File: src/rtl/vga_timing_pkg.sv
// Shared definitions for the VGA timing generator.
//   - default 800x600@60 Hz mode constants (40 MHz pixel clock)
//   - per-axis phase enumeration
//   - counter width and the largest total it can hold
package vga_timing_pkg;

    localparam int CNT_W       = 12;
    localparam int CNT_MAX_TOT = 1 << CNT_W;

    localparam int DEF_H_ACTIVE = 800;
    localparam int DEF_H_FP     = 40;
    localparam int DEF_H_SYNC   = 128;
    localparam int DEF_H_BP     = 88;

    localparam int DEF_V_ACTIVE = 600;
    localparam int DEF_V_FP     = 1;
    localparam int DEF_V_SYNC   = 4;
    localparam int DEF_V_BP     = 23;

    typedef enum logic [1:0] {
        PH_ACTIVE,
        PH_FP,
        PH_SYNC,
        PH_BP
    } phase_t;

endpackage

File: src/rtl/vga_axis_counter.sv
// One timing axis (horizontal or vertical): count register plus phase FSM.
//
// state     | meaning
// ----------+---------------------------------------------
// PH_ACTIVE | visible region, blank low, sync inactive
// PH_FP     | front porch, blank high, sync inactive
// PH_SYNC   | sync pulse, blank high, sync at POL level
// PH_BP     | back porch, blank high, sync inactive
//
// Ports:
//   pclk, rst  pixel clock, synchronous active-high reset
//   advance    step the count this cycle (1 for H, H wrap for V)
//   count      registered position, 0..TOT-1
//   wrap       combinational: this advance takes count from TOT-1 to 0
//   blank      registered, high outside PH_ACTIVE
//   sync       registered, POL while in PH_SYNC, ~POL otherwise
// blank/sync are derived from the next count/state so they are always
// aligned with count in the same cycle.
module vga_axis_counter
    import vga_timing_pkg::*;
#(
    parameter int ACTIVE = DEF_H_ACTIVE,
    parameter int FP     = DEF_H_FP,
    parameter int SYNC   = DEF_H_SYNC,
    parameter int BP     = DEF_H_BP,
    parameter bit POL    = 1'b1
) (
    input  logic             pclk,
    input  logic             rst,
    input  logic             advance,
    output logic [CNT_W-1:0] count,
    output logic             wrap,
    output logic             blank,
    output logic             sync
);

    localparam int TOT = ACTIVE + FP + SYNC + BP;

    if (TOT > CNT_MAX_TOT) begin : g_tot_check
        $error("vga_axis_counter: total %0d does not fit the counter", TOT);
    end
    if (ACTIVE < 1) begin : g_active_check
        $error("vga_axis_counter: active region must be non-empty");
    end

    localparam logic [CNT_W-1:0] LAST = CNT_W'(TOT - 1);

    // Count value at which each phase ends (first count of the following
    // phase); modulo TOT so trailing zero-length phases land on 0.
    localparam logic [CNT_W-1:0] END_ACTIVE = CNT_W'(ACTIVE % TOT);
    localparam logic [CNT_W-1:0] END_FP     = CNT_W'((ACTIVE + FP) % TOT);
    localparam logic [CNT_W-1:0] END_SYNC   = CNT_W'((ACTIVE + FP + SYNC) % TOT);

    // Successor of each phase with zero-length phases skipped.
    localparam phase_t AFTER_ACTIVE = (FP > 0)   ? PH_FP   :
                                      (SYNC > 0) ? PH_SYNC :
                                      (BP > 0)   ? PH_BP   : PH_ACTIVE;
    localparam phase_t AFTER_FP     = (SYNC > 0) ? PH_SYNC :
                                      (BP > 0)   ? PH_BP   : PH_ACTIVE;
    localparam phase_t AFTER_SYNC   = (BP > 0)   ? PH_BP   : PH_ACTIVE;

    phase_t           state;
    phase_t           state_next;
    logic [CNT_W-1:0] count_next;

    assign wrap = advance && (count == LAST);

    always_comb begin
        count_next = count;
        state_next = state;
        if (advance) begin
            count_next = wrap ? '0 : count + 1'b1;
            case (state)
                PH_ACTIVE: if (count_next == END_ACTIVE) state_next = AFTER_ACTIVE;
                PH_FP:     if (count_next == END_FP)     state_next = AFTER_FP;
                PH_SYNC:   if (count_next == END_SYNC)   state_next = AFTER_SYNC;
                PH_BP:     if (count_next == '0)         state_next = PH_ACTIVE;
                default:   state_next = PH_ACTIVE;
            endcase
        end
    end

    always_ff @(posedge pclk) begin
        if (rst) begin
            count <= '0;
            state <= PH_ACTIVE;
            blank <= 1'b0;
            sync  <= ~POL;
        end else begin
            count <= count_next;
            state <= state_next;
            blank <= (state_next != PH_ACTIVE);
            sync  <= (state_next == PH_SYNC) ? POL : ~POL;
        end
    end

endmodule

File: src/rtl/vga_timing_gen.sv
// VGA timing source at the head of the video pipeline.
// Produces registered, mutually aligned horizontal/vertical counts, sync,
// blanking and line/frame start pulses for a parameterised mode
// (default 800x600@60 Hz, 40 MHz pclk).
//
// Ports:
//   pclk, rst                 pixel clock, synchronous active-high reset
//   hcount_out/vcount_out     pixel and line index
//   hsync_out/vsync_out       syncs, polarity set by HSYNC_POL/VSYNC_POL
//   hblnk_out/vblnk_out       high outside the visible area
//   line_start                high while hcount_out == 0 (not during reset)
//   frame_start               high while hcount_out == 0 and vcount_out == 0
module vga_timing_gen
    import vga_timing_pkg::*;
#(
    parameter int H_ACTIVE  = DEF_H_ACTIVE,
    parameter int H_FP      = DEF_H_FP,
    parameter int H_SYNC    = DEF_H_SYNC,
    parameter int H_BP      = DEF_H_BP,
    parameter int V_ACTIVE  = DEF_V_ACTIVE,
    parameter int V_FP      = DEF_V_FP,
    parameter int V_SYNC    = DEF_V_SYNC,
    parameter int V_BP      = DEF_V_BP,
    parameter bit HSYNC_POL = 1'b1,
    parameter bit VSYNC_POL = 1'b1
) (
    input  logic             pclk,
    input  logic             rst,
    output logic [CNT_W-1:0] hcount_out,
    output logic             hsync_out,
    output logic             hblnk_out,
    output logic [CNT_W-1:0] vcount_out,
    output logic             vsync_out,
    output logic             vblnk_out,
    output logic             line_start,
    output logic             frame_start
);

    logic h_wrap;
    logic v_wrap;

    vga_axis_counter #(
        .ACTIVE (H_ACTIVE),
        .FP     (H_FP),
        .SYNC   (H_SYNC),
        .BP     (H_BP),
        .POL    (HSYNC_POL)
    ) u_h_axis (
        .pclk    (pclk),
        .rst     (rst),
        .advance (1'b1),
        .count   (hcount_out),
        .wrap    (h_wrap),
        .blank   (hblnk_out),
        .sync    (hsync_out)
    );

    // The vertical axis steps only on the H wrap, so its outputs change
    // on the same edge hcount returns to 0.
    vga_axis_counter #(
        .ACTIVE (V_ACTIVE),
        .FP     (V_FP),
        .SYNC   (V_SYNC),
        .BP     (V_BP),
        .POL    (VSYNC_POL)
    ) u_v_axis (
        .pclk    (pclk),
        .rst     (rst),
        .advance (h_wrap),
        .count   (vcount_out),
        .wrap    (v_wrap),
        .blank   (vblnk_out),
        .sync    (vsync_out)
    );

    // v_wrap already includes h_wrap, so it marks the next (0,0) position.
    always_ff @(posedge pclk) begin
        if (rst) begin
            line_start  <= 1'b0;
            frame_start <= 1'b0;
        end else begin
            line_start  <= h_wrap;
            frame_start <= v_wrap;
        end
    end

endmodule

File: config.mk
export PLATFORM = sky130hd
export DESIGN_NAME = vga_timing_gen
export DESIGN_NICKNAME = d
export VERILOG_FILES = /design/src/rtl/vga_timing_pkg.sv /design/src/rtl/vga_axis_counter.sv /design/src/rtl/vga_timing_gen.sv
export SDC_FILE = /design/constraint.sdc
export NUM_CORES = 1
export LEC_CHECK = 0
export BUFFER_PORTS_ARGS = -buffer_cell sky130_fd_sc_hd__buf_2
export CAP_MARGIN = 20
export CORE_ASPECT_RATIO = 0.5
export CORE_MARGIN = 1.5
export CORE_UTILIZATION = 50
export DETAILED_ROUTE_END_ITERATION = 10
export PLACE_DENSITY = 0.77
export SKIP_LAST_GASP = 1
export SLEW_MARGIN = 20
export SYNTH_ARGS = -nofsm -noshare
export SYNTH_HDL_FRONTEND = slang
export SYNTH_SLANG_ARGS = --single-unit
File: constraint.sdc
create_clock -name pclk -period 6.8 [get_ports pclk]
set_clock_uncertainty 0.15 [all_clocks]
set_input_delay 0.34 -clock pclk [delete_from_list [all_inputs] [get_ports pclk]]
set_output_delay 0.34 -clock pclk [all_outputs]
set_load 0.01 [all_outputs]
Yosys cells after proc, flatten, opt, wreduce, memory -nomap -nowiden
Cells that the tools add are included.
{ "op_classes": {"muxes": 15, "n_addsub": 2, "n_reduce_logical": 7, "n_eq_ne": 16} }
{ "ops": {"columns": ["op", "count"], "rows": [
  ["12-bit by 10-bit equality test with 1-bit output, second input constant", 7],
  ["12-bit by 1-bit adder with 12-bit output, second input constant", 2],
  ["12-bit zero test", 2],
  ["12-bit 2-to-1 mux", 2],
  ["2-bit 2-to-1 mux", 9],
  ["2-bit one-hot mux with 4 select lines", 2],
  ["12-bit by 11-bit equality test with 1-bit output, second input constant", 1],
  ["2-bit equality test, second input constant", 6],
  ["2-bit by 1-bit equality test with 1-bit output, second input constant", 2],
  ["2-bit zero test", 2],
  ["2-bit nonzero test", 2],
  ["1-bit 2-to-1 mux", 2],
  ["1-bit logical AND", 1]
]} }
{ "word_totals": {"ff_bits": 34, "input_bits": 2} }

Depth between registers and ports, before layout
Gate-level depths: netlist (run 1).
{ "depth": {"depth_word": 9, "ltp_mapped": 10, "ltp_nobuf": 8} }

Modules after synthesis
A second synthesis (run 1) with hierarchy kept.
{ "hier_totals": {"cells_unflattened": 284, "area_unflattened_um2": 2339.7} }
{ "by_module_without_submodules": {"columns": ["module", "area_per_inst_um2", "n_inst", "cells_per_inst"], "rows": [
  ["vga_axis_counter (u_h_axis)", 1171.1, 1, 142],
  ["vga_axis_counter (u_v_axis)", 1112.3, 1, 137],
  ["vga_timing_gen", 56.3, 1, 5]
]} }

Least setup slack after synthesis (run 1)
OpenSTA, ideal clock, no wires.
{ "synth_path": {"path_type": "register to register", "startpoint": "reg u_h_axis.count[0]", "endpoint": "reg u_h_axis.sync", "arrival_ps": 2447, "setup_slack_ps": 4087, "path_buffers": 2, "period_less_slack_ps": 2713, "setup_ps": 116, "path_stages_with_launch": 11, "path_cell_list": "dfxtp_1 > ha_1 > and4_4 > buf_6 > and4_1 > buf_6 > or2_1 > nand4bb_1 > or3b_1 > a211o_1 > and3b_1"} }
{ "synth_via": {"elab_chain_cells": 7} }
{ "synth_lines": {"columns": ["item", "line", "rtl"], "rows": [
  ["start, declared", "vga_axis_counter.sv:31", "output logic [CNT_W-1:0] count,"],
  ["start signal, assigned", "vga_axis_counter.sv:90", "count <= count_next;"],
  ["12-bit by 1-bit adder with 12-bit output or 12-bit by 11-bit equality test with 1-bit output (tied branches)", "vga_axis_counter.sv:72, vga_axis_counter.sv:66", null],
  ["12-bit 2-to-1 mux (*)", "vga_axis_counter.sv:72", "count_next = wrap ? '0 : count + 1'b1;"],
  ["12-bit by 10-bit equality test with 1-bit output, or another cell as far along", "vga_axis_counter.sv:76", "PH_SYNC: if (count_next == END_SYNC) state_next = AFTER_SYNC;"],
  ["2-bit 2-to-1 mux (on tied branches)", null, null],
  ["2-bit one-hot mux with 4 select lines (*)", "vga_axis_counter.sv:73", "case (state)"],
  ["2-bit equality test (*)", "vga_axis_counter.sv:93", "sync <= (state_next == PH_SYNC) ? POL : ~POL;"],
  ["1-bit 2-to-1 mux (*)", "vga_axis_counter.sv:93", null],
  ["end signal, assigned", "vga_axis_counter.sv:88", "sync <= ~POL;"],
  ["end signal, assigned", "vga_axis_counter.sv:93", null],
  ["end, declared", "vga_axis_counter.sv:34", "output logic sync"]
]} }
Every way passes the cells marked *; elsewhere a longest branch is shown, timed or not.
A chain may end at the register's enable or synchronous reset.

Final worst setup path (run 1)
Same ends and word-level chain as after synthesis.

==> results of run 1 <==
-- cell families (layout without fill, tap and decap cells) --
logic type,count (synthesis),after routing,synth area share (%)
flops,34,34,33.6
buf+inv,23,46,6.24
xor+xnor,18,18,7.78
simple gates,123,123,34.1
compound gates,51,51,16.5
mux,1,1,0.556
fa+ha+maj,2,2,1.24
-- power by group through the flow --
stage / clock (µW) / combinational [µW] / sequential (µW)
after floorplan: 0 / 6.25 / 207
final: 156 / 8.70 / 202
after detailed placement: 0 / 8.77 / 207
after CTS: 159 / 8.88 / 202
after global placement: 0 / 8.54 / 207
after global routing: 167 / 9.60 / 202
-- per-layer routing --
metal | up-vias | routed length (µm) | share of wire [%]
met5 | - | 0 | 0
met4 | 0 | 71 | 1.5
met3 | 8 | 281 | 5.9
met2 | 54 | 2290 | 48
met1 | 908 | 2160 | 45
li1 | 972 | - | -
-- cells in the final DEF, fill, tap and decap left out, drive strengths merged, types with 4 or more instances in the layout --
| cell type | Yosys | layout |
|---|---|---|
| a21oi | 15 | 15 |
| and4 | 5 | 5 |
| buf | 3 | 32 |
| clkbuf | 13 | 7 |
| dfxtp | 34 | 34 |
| inv | 6 | 6 |
| nand2 | 19 | 19 |
| nand3 | 11 | 11 |
| nand4 | 11 | 11 |
| nor2 | 27 | 27 |
| nor2b | 4 | 4 |
| nor3 | 15 | 15 |
| o21ai | 12 | 12 |
| or4 | 5 | 5 |
| xnor2 | 7 | 7 |
| xor2 | 11 | 11 |
-- registers in the layout (all words and copies together), names as in the netlist, 2 cells and up --
signal and count:
u_h_axis.count 12, u_v_axis.count 12, u_h_axis.state 2, u_v_axis.state 2
-- critical path, stage by stage, from the launching register on --
cell and delay (ns):
dfxtp_1 0.37, ha_1 0.27, and4_4 0.29, and4_1 0.43
or2_1 0.17, nand4_1 0.14, or4_1 0.51, a211o_1 0.30
and3b_1 0.17
-- worst paths after layout --
kind,startpoint,to,cells after the start,slack (ns)
hold reg to reg,u_h_axis.count[0],u_h_axis.count[0],1,0.34
hold / removal,u_h_axis.count[0],u_h_axis.count[0],1,0.34
setup reg to reg,u_h_axis.count[0],u_h_axis.sync,8,3.90
setup / recovery,u_h_axis.count[0],u_h_axis.sync,8,3.90
-- per-stage QoR --
step | hold slack [ns] | worst slack, ns | total power (µW)
after floorplan | 0.353 | 4.09 | 214
after global placement | 0.313 | 4.01 | 215
after detailed placement | 0.330 | 3.93 | 215
after CTS | 0.339 | 3.92 | 370
after global routing | 0.356 | 3.70 | 379
final | 0.338 | 3.90 | 367
-- layout make-up --
type,count,area share (%)
Clock buffer,7,3.85
Multi-Input combinational cell,195,54.3
Timing Repair Buffer,32,7.25
Inverter,6,1.00
Sequential cell,34,30.3
Tap cell,54,3.01
Clock inverter,1,0.223
==> impl_metrics.json, run 1 <==
{
  "post_cts_resize_count": 0,
  "cts.sinks": 34,
  "internal_power_uw": 285,
  "gr-usage-met2_pct": 38.5,
  "clockRootBuffer": "clkbuf_8",
  "port_buffers": 31,
  "powerDensity_mw_per_mm2": 164,
  "fillers": 357,
  "syn2layout_area_growth_pct": 10.7,
  "cp_max_fo": 10,
  "synthTopCellsByArea": "dfxtp_1 34%, nor2_1 5.0%, xor2_1 4.8%",
  "h-tree-depth": 2,
  "cts_buffer_depth": 2,
  "seqCellArea_um2": 681,
  "drt_drc_violations_left": 0,
  "power_frac_clock_pct": 42.5,
  "postCtsSetupBuffers": 0,
  "dpl_cell_area_mm2": 0.00215,
  "leakage_uw": 0.000844,
  "place.gp.congestion": 0.961,
  "min_period_ns": 2.90,
  "grt_max_degree": 34,
  "core_mm2": 0.00388,
  "die_w_um": 93.0,
  "yosysTopAreaCell": "dfxtp_1",
  "cts_tree": "yes",
  "max_slew_margin_pct": 60.7,
  "crit_path_end_kind": "register",
  "antenna_cells": 0,
  "yosysWarnings": 0,
  "clk_latency_ns": 0.29,
  "pwr-share-comb_pct": 2.4,
  "max_slew.worst_pin.slew_ns": 0.589,
  "routedWlPerCell_um": 14.6,
  "dpl.cell_count": 321,
  "hp-class": "reg2reg",
  "finalCritPeriodShare_pct": 42.7,
  "grt_pass1_vias": 1627,
  "cp-start-kind": "register",
  "required_ns": 6.84,
  "switching_power_uw": 81.5,
  "met3_usage_pct": 5.40,
  "grt.busiest_layer": "met2",
  "clock.fmax_mhz": 345,
  "rsz0062_at_grt": "no",
  "slew_viol_final": 0,
  "final_area_mm2": 0.00224,
  "synth-edff-count": 0,
  "routed_wl_mm": 4.80,
  "yosys-top-cells-count": "34 x dfxtp_1, 27 x nor2_1, 19 x nand2_1, 15 x a21oi_1, 15 x nor3_1",
  "fin_nets": 278,
  "hold_viol": 0,
  "ys.flop_type": "dfxtp_1",
  "grt_overflow": 0,
  "yosysSeqAreaShare_pct": 33.6,
  "avgSynthCellArea_um2": 8.04,
  "status": "finished, final reports clean",
  "dr.pass1.iters": 5,
  "io_pins": 32,
  "cts_buffers": 5,
  "track_usage_pct": 21.7,
  "multi_input_area_mm2": 0.00122,
  "grt_pass1_wl_mm": 7.41,
  "vdd_drop_max_uv": 76.1,
  "hold_buffers": 0,
  "final_cells": 329,
  "place_hpwl_mm": 3.40,
  "maxCapViolCount": 0,
  "vias": 1942,
  "rows": 16,
  "antenna_left": 0,
  "gr-usage-met1_pct": 26.9,
  "synth_most_common_cell": "dfxtp_1",
  "syn_inst": 252,
  "synth_top_area_share_pct": 33.6,
  "die-height_um": 48.0,
  "pwr-share-seq_pct": 55.1,
  "drive_gt1_share_pct": 16.7,
  "critPathKind": "reg2reg",
  "setup_viol": 0,
  "crit_arrival_ns": 2.94,
  "initial_utilization_pct": 52.2,
  "final_util_pct": 57.8,
  "antenna_found_initial": 0,
  "yosys.cell_types.count": 55,
  "ys_async_sr_fraction_pct": 0,
  "routed_via_density": 5.90,
  "drt_iter0_drc": 73,
  "setup_tns_ns": 0,
  "switching_share_pct": 22.2,
  "syn_area_mm2": 0.00203,
  "die-area_mm2": 0.00447,
  "cts.reportedPaths.clkPinSlew_ns": 0.07,
  "synth_nets": 256,
  "ys_ff_latch": 34
}
Note: power is estimated with default switching activity, not from simulation.
==> inputs of run 2 (changes only) <==
ABC_AREA = 1   (was not set)
PLACE_DENSITY = 0.79   (was 0.77)
clock period = 2.4 ns   (was 6.8 ns; I/O delays follow)
==> impl_metrics.json, run 2 <==
{
  "cp-start-kind": "register",
  "crit_arrival_ns": 2.20,
  "critPathKind": "reg2reg",
  "routed_via_density": 5.03,
  "drive_gt1_share_pct": 18.3,
  "drt_iter0_drc": 61,
  "core_mm2": 0.00398,
  "final_util_pct": 60.6,
  "antenna_cells": 0,
  "fin_nets": 382,
  "cts.sinks": 34,
  "drt_drc_violations_left": 0,
  "cp_max_fo": 8,
  "clock.fmax_mhz": 463,
  "routedWlPerCell_um": 11.3,
  "fillers": 377,
  "crit_path_end_kind": "register",
  "dpl.cell_count": 425,
  "synthTopCellsByArea": "dfxtp_1 32%, nand2_1 16%, nor2_1 11%",
  "slew_viol_final": 0,
  "initial_utilization_pct": 53.5,
  "layout_common_cells": "89 x nand2_1, 60 x nor2_1, 49 x inv_1",
  "hold_viol": 0,
  "hp-class": "in2reg",
  "rows": 16,
  "io_pins": 32,
  "setup_tns_ns": 0,
  "syn2layout_area_growth_pct": 13.3,
  "place.gp.congestion": 0.958,
  "cts_buffer_depth": 2,
  "die-area_mm2": 0.00469,
  "postCtsSetupBuffers": 0,
  "syn_inst": 347,
  "leakage_uw": 0.00123,
  "setup_viol": 0,
  "h-tree-depth": 2,
  "die_w_um": 95.3,
  "syn_area_mm2": 0.00213,
  "reg_top3": "u_h_axis.count x12, u_v_axis.count x12",
  "synth_nets": 351,
  "vdd_drop_max_uv": 248,
  "routed_wl_mm": 4.88,
  "yosys.cell_types.count": 28,
  "vias": 2174,
  "antenna_left": 0,
  "ys_ff_latch": 34,
  "dr.pass1.iters": 4,
  "grt_pass1_vias": 1903,
  "port_buffers": 31,
  "synth_top_area_share_pct": 31.9,
  "ys_async_sr_fraction_pct": 0,
  "track_usage_pct": 22.8,
  "avgSynthCellArea_um2": 6.14,
  "yosysWarnings": 0,
  "synth-edff-count": 0,
  "final_cells": 432,
  "seqCellArea_um2": 682,
  "min_period_ns": 2.16,
  "synth_most_common_cell": "nand2_1",
  "final_common_cell": "nand2_1",
  "cts_buffers": 5,
  "grt_pass1_wl_mm": 8.35,
  "cts.reportedPaths.clkPinSlew_ns": 0.08,
  "finalCritPeriodShare_pct": 90.1,
  "grt_max_degree": 17,
  "ys.flop_type": "dfxtp_1",
  "pre_cts_ws_ns": 0.242,
  "multi_input_area_mm2": 0.00120,
  "powerDensity_mw_per_mm2": 419,
  "rsz0062_at_grt": "no",
  "place_hpwl_mm": 3.62,
  "max_slew_margin_pct": 72.0,
  "yosysSeqAreaShare_pct": 31.9,
  "antenna_found_initial": 0,
  "die-height_um": 49.2,
  "clk_latency_ns": 0.29,
  "status": "finished, final reports clean",
  "required_ns": 2.44,
  "max_slew.worst_pin.slew_ns": 0.420,
  "setup_ws_ns": 0.238,
  "cts_tree": "yes",
  "yosys-top-cells-count": "89 x nand2_1, 60 x nor2_1, 49 x inv_1, 34 x dfxtp_1, 24 x nand3_1",
  "maxCapViolCount": 0,
  "grt_overflow": 0,
  "hold_buffers": 0,
  "yosysTopAreaCell": "dfxtp_1",
  "clockRootBuffer": "clkbuf_8"
}
run 2: layer usage:
layer	track usage, %	vias to the layer above	wire, µm
met3	5.92	7	262
met4	7.46	0	61
li1	-	1144	-
met1	30.0	974	2330
met5	0	-	0
met2	36.1	49	2230
run 2: repair_timing:
item	4_1_cts	5_1_grt
setup endpoints to repair	0	2
resized for setup	0	2
endpoints found under the hold margin	0	0
run 2: path summary, 6_finish.rpt:
check	start	end	slack [ns]	cells past startpoint
max	u_v_axis.count[3]	u_v_axis.blank	0.24	11
min	rst	u_h_axis.count[5]	0.04	2
max reg2reg	u_v_axis.count[3]	u_v_axis.blank	0.24	11
min reg2reg	u_h_axis.count[0]	u_h_axis.count[0]	0.41	3
run 2: kinds of logic (layout without fill, tap and decap cells):
kind of cell,Yosys count,in the layout,share of synthesized area [%]
xor gates and xnor gates,5,5,2.06
AOI/OAI and AO/OA,35,35,8.63
and+or+nand+nor,206,206,44.3
buffers and inverters,65,96,11.9
adders and majority gates,2,2,1.17
DFF,34,34,31.9
run 2: stage by stage:
step | cell area (µm²) | power (µW) | hold WS, ns
after floorplan | 2130 | 603 | 0.237
after global placement | 2330 | 611 | 0.329
after detailed placement | 2330 | 612 | 0.339
after CTS | 2410 | 1020 | 0.0388
after global routing | 2410 | 1050 | 0.0574
final | 2410 | 1010 | 0.0394
run 2: power by group:
part / total [µW] / internal (µW) / switching (µW)
registers: 573 / 568 / 4.92
logic: 25.8 / 8.03 / 17.8
clock network: 414 / 195 / 219
total: 1010 / 771 / 242
run 2: final cells by class:
class	instances	share of cell area, %
timing repair buffer	33	7.05
clock inverter	2	0.415
multi-input combinational	248	49.7
inverter	56	8.91
tap	54	2.80
clock buffer	5	2.85
sequential	34	28.2
run 2: worst max-delay path, cell delays in order (launching register included):
cell and delay [ns]:
dfxtp_1 0.50, nand2_1 0.15, nor2_2 0.23, nand2_1 0.09, xor2_1 0.22, nand2_1 0.08, nor2_1 0.14, nand3_1 0.12
nand2_1 0.09, o211ai_1 0.08, nand2_1 0.12, nand2_1 0.06
